--- src/rtl/semi_auto_sequencer.sv ---
// Semi-automatic maneuver sequencer: debounced command edges start a timed TURN/STRAIGHT run.
// Define SEMI_AUTO_TIMEOUT_EN to build the WAIT_CMD idle timeout; otherwise timeout is tied low.
module semi_auto_sequencer #(
    parameter int unsigned TURN_CYCLES     = 4,
    parameter int unsigned STRAIGHT_CYCLES = 6,
    parameter int unsigned IDLE_TIMEOUT    = 10
) (
    input  logic       clk,
    input  logic       rst,
    input  logic       enable,
    input  logic       cmd_forward,
    input  logic       cmd_left,
    input  logic       cmd_right,
    input  logic       cmd_back,
    output logic       goStraight,
    output logic       goBackward,
    output logic       goLeft,
    output logic       goRight,
    output logic [2:0] state,
    output logic       busy,
    output logic       timeout
);

    localparam logic [2:0] S_IDLE     = 3'b000;
    localparam logic [2:0] S_WAIT_CMD = 3'b001;
    localparam logic [2:0] S_TURN     = 3'b010;
    localparam logic [2:0] S_STRAIGHT = 3'b011;

    // Counters hold "cycles remaining minus one", so expiry is a compare against zero.
    localparam logic [31:0] TURN_LOAD     = 32'(TURN_CYCLES - 1);
    localparam logic [31:0] BACK_LOAD     = 32'(2 * TURN_CYCLES - 1);
    localparam logic [31:0] STRAIGHT_LOAD = 32'(STRAIGHT_CYCLES - 1);
    localparam logic [31:0] IDLE_LAST     = 32'(IDLE_TIMEOUT - 1);

    logic [2:0]  state_q, state_d;
    logic [31:0] cnt_q, cnt_d;
    logic        dir_q, dir_d;          // 1 = right, 0 = left
    logic [3:0]  btn_q, btn_d;          // {forward, left, right, back}
    logic        go_straight_q, go_straight_d;
    logic        go_left_q, go_left_d;
    logic        go_right_q, go_right_d;
    logic        busy_q, busy_d;
    logic        timeout_d;
    logic        idle_expired;
    logic [3:0]  rise;

    assign btn_d = {cmd_forward, cmd_left, cmd_right, cmd_back};
    assign rise  = btn_d & ~btn_q;

    always_comb begin
        // NOTE: every output of this block gets a default first so no path infers a latch.
        state_d   = state_q;
        cnt_d     = cnt_q;
        dir_d     = dir_q;
        timeout_d = 1'b0;
        if (!enable) begin
            state_d = S_IDLE;
            cnt_d   = 32'd0;
            dir_d   = 1'b0;
        end else begin
            case (state_q)
                S_IDLE: state_d = S_WAIT_CMD;
                S_WAIT_CMD: begin
                    if (rise[3]) begin
                        state_d = S_STRAIGHT;
                        cnt_d   = STRAIGHT_LOAD;
                    end else if (rise[2]) begin
                        state_d = S_TURN;
                        cnt_d   = TURN_LOAD;
                        dir_d   = 1'b0;
                    end else if (rise[1]) begin
                        state_d = S_TURN;
                        cnt_d   = TURN_LOAD;
                        dir_d   = 1'b1;
                    end else if (rise[0]) begin
                        state_d = S_TURN;
                        cnt_d   = BACK_LOAD;
                        dir_d   = 1'b0;
                    end else if (idle_expired) begin
                        state_d   = S_IDLE;
                        timeout_d = 1'b1;
                    end
                end
                S_TURN: begin
                    if (cnt_q == 32'd0) begin
                        state_d = S_STRAIGHT;
                        cnt_d   = STRAIGHT_LOAD;
                    end else begin
                        cnt_d = cnt_q - 32'd1;
                    end
                end
                S_STRAIGHT: begin
                    if (cnt_q == 32'd0) begin
                        state_d = S_WAIT_CMD;
                    end else begin
                        cnt_d = cnt_q - 32'd1;
                    end
                end
                default: begin
                    state_d = S_IDLE;
                    cnt_d   = 32'd0;
                    dir_d   = 1'b0;
                end
            endcase
        end

        // Outputs decode the next state so they switch on the same edge as state.
        go_straight_d = (state_d == S_STRAIGHT);
        go_left_d     = (state_d == S_TURN) && !dir_d;
        go_right_d    = (state_d == S_TURN) && dir_d;
        busy_d        = (state_d == S_TURN) || (state_d == S_STRAIGHT);
    end

    always_ff @(posedge clk) begin
        // NOTE: sequential state uses non-blocking assignments so all registers see pre-edge values.
        if (rst) begin
            state_q       <= S_IDLE;
            cnt_q         <= 32'd0;
            dir_q         <= 1'b0;
            btn_q         <= 4'd0;
            go_straight_q <= 1'b0;
            go_left_q     <= 1'b0;
            go_right_q    <= 1'b0;
            busy_q        <= 1'b0;
        end else begin
            state_q       <= state_d;
            cnt_q         <= cnt_d;
            dir_q         <= dir_d;
            btn_q         <= btn_d;
            go_straight_q <= go_straight_d;
            go_left_q     <= go_left_d;
            go_right_q    <= go_right_d;
            busy_q        <= busy_d;
        end
    end

`ifdef SEMI_AUTO_TIMEOUT_EN
    logic [31:0] idle_q, idle_d;
    logic        timeout_q;

    assign idle_expired = (idle_q == IDLE_LAST);

    // Counts consecutive WAIT_CMD cycles; any exit (command, disable, timeout) clears it.
    always_comb begin
        idle_d = 32'd0;
        if (state_q == S_WAIT_CMD && state_d == S_WAIT_CMD) begin
            idle_d = idle_q + 32'd1;
        end
    end

    always_ff @(posedge clk) begin
        if (rst) begin
            idle_q    <= 32'd0;
            timeout_q <= 1'b0;
        end else begin
            idle_q    <= idle_d;
            timeout_q <= timeout_d;
        end
    end

    assign timeout = timeout_q;
`else
    logic unused_idle_cfg;

    assign idle_expired    = 1'b0;
    assign timeout         = 1'b0;
    assign unused_idle_cfg = ^{IDLE_LAST, timeout_d};
`endif

    assign state      = state_q;
    assign goStraight = go_straight_q;
    assign goBackward = 1'b0;
    assign goLeft     = go_left_q;
    assign goRight    = go_right_q;
    assign busy       = busy_q;

endmodule

--- config.mk ---
export PLATFORM = sky130hd
export DESIGN_NAME = semi_auto_sequencer
export DESIGN_NICKNAME = d
export VERILOG_FILES = /design/src/rtl/semi_auto_sequencer.sv
export SDC_FILE = /design/constraint.sdc
export NUM_CORES = 1
export LEC_CHECK = 0
export BUFFER_PORTS_ARGS = -buffer_cell sky130_fd_sc_hd__buf_2
export CAP_MARGIN = 20
export CELL_PAD_IN_SITES_DETAIL_PLACEMENT = 1
export CELL_PAD_IN_SITES_GLOBAL_PLACEMENT = 1
export CORE_UTILIZATION = 41
export CTS_CLUSTER_SIZE = 40
export DETAILED_ROUTE_END_ITERATION = 8
export PLACE_DENSITY_LB_ADDON = 0.1
export SETUP_SLACK_MARGIN = 0.05
export SLEW_MARGIN = 25
export SYNTH_ARGS = -nofsm -noshare
export SYNTH_HDL_FRONTEND = slang
export SYNTH_SLANG_ARGS = --single-unit
--- constraint.sdc ---
create_clock -name clk -period 2.5 [get_ports clk]
set_clock_uncertainty 0.1 [all_clocks]
set_input_delay 0.5 -clock clk [delete_from_list [all_inputs] [get_ports clk]]
set_output_delay 0.5 -clock clk [all_outputs]
set_load 0.01 [all_outputs]
==> results.cfg, run 1 <==
[floorplan]
coreArea_sq_um = 5570
start_util = 0.432
die_w_microns = 78.7
rows = 27
die_h_microns = 78.7
die-area_sq_um = 6190
io_pins = 16

[routing]
drt_wl_total_microns = 7800
drc = 0
drt_iter0_markers = 199
vias = 2511
avgRoutedWirePerCell_microns = 19.1
drtAntennaViolNets = 0
drt-pass1-iter-count = 4
routed_via_density = 6.14

[placed_design]
hpwlAfterDp_microns = 5060
gp_congestion = 0.822
io_buffers = 13

[clock_network]
cts_buffers = 5
clockBufferDepth = 2
cts_hold_buffers = 0
clock_latency_ns = 0.30
ctsHtreeMaxLevel = 2
clkSinkCount = 44
clkTransAtPathRegs_ns = 0.09
cts_tree = done
cts_root_buf = clkbuf_8

[grt]
grt_usage = 0.244
grt_max_degree = 49
grt_pass1_wl_microns = 11800
gr-total-overflow = 0
grt_pass1_vias = 2387
antenna_found_initial = 0

[synthesis]
syn_area_sq_um = 2410
ys_seq_elements = 44
async_flop_share = 0
yosysUniqueCellTypes = 46
synth_flop_cell = dfxtp_1
synth-edff-count = 0
yosys_warnings = 0
yosysSeqAreaShare = 0.366
synthCells = 290
avgSynthCellArea_sq_um = 8.31

[final_layout]
area_delta_synth_final_pct = 30.1
n_antenna_cell = 0
layout.nets = 345
finalCoreUtilization = 0.563
drive_above_1_share = 0.273

[status]
violations = negative setup slack
status = finished, violations left

[sta]
rsz0062_at_grt = yes
period_minus_slack_ns = 2.56
timing.hold.ws_ns = 0.311
finalCritPeriodShare = 1.02
hold_violations = 0
slew_viol_final = 0
setup_viol = 25
worst_slack_ns = -0.0576
fmaxAchievable_mhz = 391

[min_path]
hold_class = primary input to flop

[critical_path]
crit_arrival_ns = 2.69
endpoint_kind = flop
worstPathMaxFanout = 12
critical_path_class = flop to flop
crit_required_ns = 2.63
start_kind = flop

[power]
p_leak_nw = 1.30
peakVddDrop_v = 0.000343
p_comb_frac = 0.250
sw_frac_of_total = 0.276
p_total_mw = 2.01
switchingPower_mw = 0.554
power.density_nw_per_um2 = 642
pwr-share-seq = 0.370
intPower_mw = 1.46
p_clk_frac = 0.379

[run]
maxCapViolCount = 0
## worst paths after layout
kind | cells past startpoint | from | slack, ns | to
worst max-delay path | 7 | cnt_q[24] | -0.06 | cnt_q[11]
worst min-delay path | 2 | cmd_left | 0.31 | btn_q[2]
worst max register to register | 7 | cnt_q[24] | -0.06 | cnt_q[11]
worst min register to register | 2 | cnt_q[20] | 0.38 | cnt_q[20]
## repair_timing
action	4_1_cts	5_1_grt
setup endpoints to repair	34	36
resized for setup	10	8
setup buffers	0	2
pin swaps	2	2
gates cloned	0	4
## layout by cell type, fill, tap and decap left out, types with 4 or more instances in the layout
cell type / n
clkbuf_8: 5
nor4_1: 6
nand3_1: 7
or4_4: 6
nand4_1: 4
dfxtp_1: 41
a21oi_1: 31
nor2b_1: 11
nor3_1: 11
nor2_1: 12
or4_1: 20
buf_6: 4
nand2b_1: 5
o31ai_1: 22
o21ai_0: 7
inv_1: 4
or2_2: 5
buf_2: 13
nor3b_1: 4
buf_4: 35
or3_1: 19
nand2_1: 10
## logic make-up (layout without fill, tap and decap cells)
logic type / count (synthesis) / after routing / share of synthesized area
fa+ha+maj: 2 / 2 / 0.0104
simple gates: 135 / 135 / 0.347
compound gates: 79 / 79 / 0.212
other cells: 1 / 3 / 0.00156
mux: 3 / 3 / 0.0125
buf+inv: 25 / 70 / 0.0472
xor+xnor: 1 / 1 / 0.00364
flops: 44 / 44 / 0.366
## through the flow
| step | setup slack (ns) | cell area (sq um) | cells | TNS (ns) |
|---|---|---|---|---|
| 5_1_grt | -0.105 | 3140 | 409 | -2.11 |
| 4_1_cts | -0.0236 | 3020 | 403 | -0.0672 |
| 6_report | -0.0576 | 3140 | 409 | -0.331 |
| 3_3_place_gp | -0.0404 | 2820 | 395 | -0.601 |
| 3_5_place_dp | -0.0877 | 2820 | 395 | -2.00 |
| 2_1_floorplan | -0.0610 | 2440 | 292 | -0.967 |
## Yosys cell counts, types with 7 or more instances
cell type | count | share of area
nor3_1 | 11 | 0.023
nor2_1 | 13 | 0.020
nor4_1 | 7 | 0.018
dfxtp_1 | 44 | 0.37
clkbuf_1 | 11 | 0.017
o31ai_1 | 22 | 0.069
or4_1 | 24 | 0.075
nand2_1 | 10 | 0.016
o21ai_0 | 8 | 0.017
or3_1 | 21 | 0.055
a21oi_1 | 31 | 0.064
nand3_1 | 7 | 0.015
nor2b_1 | 11 | 0.029
## registers in the layout, indices dropped and copies added, names as in the netlist
signal      count
btn_q           4
busy            1
cnt_q          32
dir_q           1
goLeft          1
goRight         1
goStraight      1
state           3
## area by class of cell
type | count | area, sq um
Clock buffer | 5 | 68.8
Clock inverter | 3 | 90.1
Fill cell | 662 | 2440
Inverter | 4 | 15.0
Multi-Input combinational cell | 223 | 1490
Sequential cell | 44 | 885
Tap cell | 72 | 90.1
Timing Repair Buffer | 58 | 498
## metal layers
metal / share of wire / vias up / routed length [microns] / track usage
met5: 0 / - / 0 / 0
met4: 0.018 / 0 / 143 / 0.0852
met3: 0.039 / 16 / 303 / 0.0465
met2: 0.47 / 52 / 3630 / 0.379
met1: 0.48 / 1230 / 3720 / 0.335
li1: - / 1213 / - / -
## critical path: stages (launching register included)
cell and delay (ns):
dfxtp_2 0.33, or4_4 0.54, or4_4 0.55, nor4_4 0.34, buf_4 0.21, buf_8 0.15
o31ai_1 0.09, a21oi_1 0.17
## power by group through the flow
stage          combinational [mW]  clock, mW  sequential (mW)
2_1_floorplan               0.303          0            0.756
3_3_place_gp                0.444          0            0.759
3_5_place_dp                0.458          0            0.760
4_1_cts                     0.487      0.772            0.745
5_1_grt                     0.549      0.802            0.749
6_report                    0.503      0.763            0.745
No activity file was read; power rests on OpenSTA's default activity.
==> run 2, diff against run 1 <==
--- a/config.mk
+++ b/config.mk
@@ -10,8 +10,8 @@
 export CELL_PAD_IN_SITES_DETAIL_PLACEMENT = 1
 export CELL_PAD_IN_SITES_GLOBAL_PLACEMENT = 1
 export CORE_UTILIZATION = 41
-export CTS_CLUSTER_SIZE = 40
 export DETAILED_ROUTE_END_ITERATION = 8
+export MAX_ROUTING_LAYER = met4
 export PLACE_DENSITY_LB_ADDON = 0.1
 export SETUP_SLACK_MARGIN = 0.05
 export SLEW_MARGIN = 25
==> results.cfg, run 2 (synthesis results as in run 1) <==
[status]
status = finished, violations left
violations = negative setup slack

[final_layout]
layout_common_cells = dfxtp_1 (41), buf_4 (35), a21oi_1 (31)
layout.nets = 345
nFillCells = 662
area_delta_synth_final_pct = 30.1
final_common_cell = dfxtp_1
top_register = cnt_q
largest_reg_flops = 32
n_antenna_cell = 0
finalNonFillerCells = 409
drive_above_1_share = 0.273

[sta]
period_minus_slack_ns = 2.57
worst_slack_ns = -0.0657
fmaxAchievable_mhz = 390
finalCritPeriodShare = 1.03
setup_viol = 29
hold_violations = 0
worst_pin_slew_ns = 0.485
slew_headroom = 0.672
fin_tns_setup_ns = -0.566
rsz0062_at_grt = yes
slew_viol_final = 0

[floorplan]
die_w_microns = 78.7
coreArea_sq_um = 5570
rows = 27
die_h_microns = 78.7
start_util = 0.432
die-area_sq_um = 6190
io_pins = 16

[clock_network]
cts_tree = done
cts_root_buf = clkbuf_8
clkSinkCount = 44
clock_latency_ns = 0.31
cts_hold_buffers = 0
ctsHtreeMaxLevel = 2
cts_buffers = 5
clockBufferDepth = 2
clkTransAtPathRegs_ns = 0.09

[critical_path]
cp-startpoint = cnt_q[24]
critPathMostFrequentCell = or4_4
start_kind = flop
crit_required_ns = 2.63
r2r-start = cnt_q[24]
cp_slowest_cell = or4_4
reg2reg_slack_ns = -0.07
worstPathMaxFanout = 12
endpoint_kind = flop
crit_buf_inv = 2
worstPathCellList = or4_4 -> or4_4 -> nor4_4 -> buf_4 -> buf_8 -> o31ai_1 -> a21oi_1
cpPeakStageDelay_ns = 0.56
critical_path_class = flop to flop
crit_family = simple AND/OR/NAND/NOR gates
crit_arrival_ns = 2.69

[grt]
grt_pass1_vias = 2378
grt_pass1_wl_microns = 11800
gr-total-overflow = 0
antenna_found_initial = 0
grt_max_degree = 49
grt_usage = 0.251

[routing]
routed_via_density = 6.15
drt_iter0_markers = 233
wl_met2_microns = 3670
vias = 2516
met1Wirelength_microns = 3800
top_layer = met4
drtAntennaViolNets = 0
drt_wl_total_microns = 7890
drc = 0
wl_met3_microns = 297
drt-pass1-iter-count = 4
avgRoutedWirePerCell_microns = 19.3

[run]
maxCapViolCount = 0

[power]
pwr-share-seq = 0.370
p_clk_frac = 0.379
intPower_mw = 1.46
p_leak_nw = 1.30
power.density_nw_per_um2 = 643
sw_frac_of_total = 0.278
p_comb_frac = 0.251
peakVddDrop_v = 0.000343
switchingPower_mw = 0.560

[placed_design]
dp.cells = 395
io_buffers = 13
gp_congestion = 0.834
hpwlAfterDp_microns = 5060

[min_path]
min_from = cmd_left
hold_class = primary input to flop
-- run 2: cell counts in the layout (fill, tap and decap cells not counted) --
Identical to the previous run, type by type.
-- run 2: metal layers --
layer  vias up  GRT usage
li1       1213          -
met1      1234      0.338
met2        55      0.378
met3        14     0.0442
met4         0     0.0852
met5         -          -
-- run 2: through the flow --
| stage | area [sq um] | hold WS, ns | setup slack [ns] | power (mW) | utilization |
|---|---|---|---|---|---|
| after global placement | 2820 | 0.355 | -0.0404 | 1.20 | 0.505 |
| after global routing | 3140 | 0.307 | -0.105 | 2.10 | 0.563 |
| after floorplan | 2440 | 0.340 | -0.0610 | 1.06 | - |
| final | 3140 | 0.310 | -0.0657 | 2.02 | 0.563 |
| after detailed placement | 2820 | 0.366 | -0.0877 | 1.22 | 0.505 |
| after CTS | 3020 | 0.307 | -0.0236 | 2.00 | 0.542 |
-- run 2: layout make-up --
class,instances,area (sq um),share of cell area
multi-input cells,223,1490,0.475
flip-flops and latches,44,885,0.282
repair buffers,58,498,0.159
clock inverters,3,90.1,0.0287
well taps,72,90.1,0.0287
clock buffers,5,68.8,0.0219
inverters,4,15.0,0.00479
-- run 2: worst register-to-register path, cell delays in order (launching register included) --
cell	delay, ns
dfxtp_2	0.33
or4_4	0.54
or4_4	0.56
nor4_4	0.34
buf_4	0.21
buf_8	0.15
o31ai_1	0.09
a21oi_1	0.16
-- run 2: what timing repair did --
item	in CTS	in global routing
gates resized for setup	10	8
pin swaps	2	2
buffers inserted	0	2
gates cloned	0	4
endpoints found under the setup margin	34	36
-- run 2: power groups by stage --
stage	clock network (mW)	registers (mW)	logic, mW
after global placement	0	0.759	0.444
final	0.765	0.746	0.506
after floorplan	0	0.756	0.303
after detailed placement	0	0.760	0.458
after global routing	0.803	0.749	0.549
after CTS	0.772	0.745	0.487
-- run 2: final timing paths --
| path | cells past startpoint | endpoint |
|---|---|---|
| max | 7 | cnt_q[11] |
| min | 2 | btn_q[2] |
| max reg2reg | 7 | cnt_q[11] |
| min reg2reg | 2 | cnt_q[20] |
==> run 3, diff against run 2 <==
--- a/config.mk
+++ b/config.mk
@@ -9,7 +9,7 @@
 export CAP_MARGIN = 20
 export CELL_PAD_IN_SITES_DETAIL_PLACEMENT = 1
 export CELL_PAD_IN_SITES_GLOBAL_PLACEMENT = 1
-export CORE_UTILIZATION = 41
+export CORE_UTILIZATION = 44
 export DETAILED_ROUTE_END_ITERATION = 8
 export MAX_ROUTING_LAYER = met4
 export PLACE_DENSITY_LB_ADDON = 0.1
==> constraint.sdc (replaced) <==
create_clock -name clk -period 3.35 [get_ports clk]
set_clock_uncertainty 0.1 [all_clocks]
set_input_delay 0.67 -clock clk [delete_from_list [all_inputs] [get_ports clk]]
set_output_delay 0.67 -clock clk [all_outputs]
set_load 0.01 [all_outputs]
==> results.cfg, run 3 (synthesis results as in run 1) <==
[status]
status = completed

[grt]
grt_busiest_layer = met2
met3_usage = 0.0443
grt_pass1_wl_microns = 11500
grt_max_degree = 29
antenna_found_initial = 0
grt_pass1_vias = 2308
use_met1 = 0.351
global_route.usage.met2 = 0.387
grt_usage = 0.254
gr-total-overflow = 0

[placed_design]
hpwlAfterDp_microns = 4690
io_buffers = 13
gp_congestion = 0.852

[sta]
worst_pin_slew_ns = 0.802
slew_headroom = 0.459
hold_violations = 0
rsz0062_at_grt = no
fin_tns_setup_ns = 0
fmaxAchievable_mhz = 342
finalCritPeriodShare = 0.874
slew_viol_final = 0
setup_viol = 0
period_minus_slack_ns = 2.93

[clock_network]
clkSinkCount = 44
cts_buffers = 5
cts_hold_buffers = 0
clock_latency_ns = 0.31
cts_setup_buffers = 0
clockBufferDepth = 2
cts_tree = done
clkTransAtPathRegs_ns = 0.09
cts_root_buf = clkbuf_8
ctsHtreeMaxLevel = 2
ctsResizeCount = 0

[power]
power.density_nw_per_um2 = 452
switchingPower_mw = 0.391
p_leak_nw = 1.07
pwr-share-seq = 0.465
sw_frac_of_total = 0.325
intPower_mw = 0.811
p_comb_frac = 0.252
p_clk_frac = 0.283
p_total_mw = 1.20
peakVddDrop_v = 0.000205

[final_layout]
top_register = cnt_q
nFillCells = 658
final_common_cell = dfxtp_1
n_antenna_cell = 0
area_delta_synth_final_pct = 10.5
layout_common_cells = dfxtp_1 (44), a21oi_1 (31), or4_1 (24)
drive_above_1_share = 0.145
multiInputGateArea_sq_um = 1430
regArea_sq_um = 881
largest_reg_flops = 32
layout.nets = 311

[floorplan]
die_h_microns = 76.0
coreArea_sq_um = 5200
io_pins = 16
start_util = 0.463
die_w_microns = 76.0
rows = 26
die-area_sq_um = 5780

[critical_path]
reg2reg_depth = 6
critical_path_class = flop to flop
crit_required_ns = 3.44
endpoint_kind = flop
crit_arrival_ns = 3.01
worstPathMaxFanout = 16
start_kind = flop

[routing]
drc = 0
drtAntennaViolNets = 0
avgRoutedWirePerCell_microns = 17.4
drt_wl_total_microns = 6500
drt_iter0_markers = 165
drt-pass1-iter-count = 4
routed_via_density = 6.25
vias = 2333

[min_path]
hold_class = flop to flop
min_path_cells = 2

[run]
maxCapViolCount = 0
[run 3: per-layer routing]
metal  vias up  wire length [microns]
met5         -                      0
met4         0                     75
met3         9                    178
met2        30                   2960
met1      1146                   3290
li1       1148                      -
[run 3: power by group through the flow]
stage	clock, mW	sequential [mW]	combinational, mW
6_report	0.340	0.559	0.304
5_1_grt	0.366	0.562	0.338
4_1_cts	0.350	0.558	0.304
3_5_place_dp	0	0.571	0.301
3_3_place_gp	0	0.570	0.293
2_1_floorplan	0	0.564	0.220
[run 3: path summary, 6_finish.rpt]
check        slack, ns      start        end
max reg2reg       0.42  cnt_q[12]  cnt_q[13]
max               0.42  cnt_q[12]  cnt_q[13]
min               0.38  cnt_q[23]  cnt_q[23]
min reg2reg       0.38  cnt_q[23]  cnt_q[23]
[run 3: layout make-up]
type	instances	area share
repair buffers	24	0.0602
clock buffers	5	0.0258
multi-input cells	223	0.538
flip-flops and latches	44	0.331
clock inverters	3	0.00705
well taps	70	0.0329
inverters	4	0.00564
[run 3: critical path: stages (launching register included)]
cell     delay [ns]
dfxtp_1        0.36
or4_4          0.56
or4_4          0.58
or4_1          0.65
nand2_2        0.31
buf_12         0.19
a21oi_1        0.05
[run 3: per-stage QoR]
step | utilization | area, sq um | std cells | hold slack, ns | setup WS, ns
global placement | 0.495 | 2570 | 365 | 0.360 | 0.482
floorplan | - | 2420 | 292 | 0.342 | 0.702
detailed placement | 0.495 | 2570 | 365 | 0.365 | 0.447
global route | 0.512 | 2660 | 373 | 0.426 | 0.304
finish | 0.512 | 2660 | 373 | 0.385 | 0.423
CTS | 0.512 | 2660 | 373 | 0.390 | 0.415
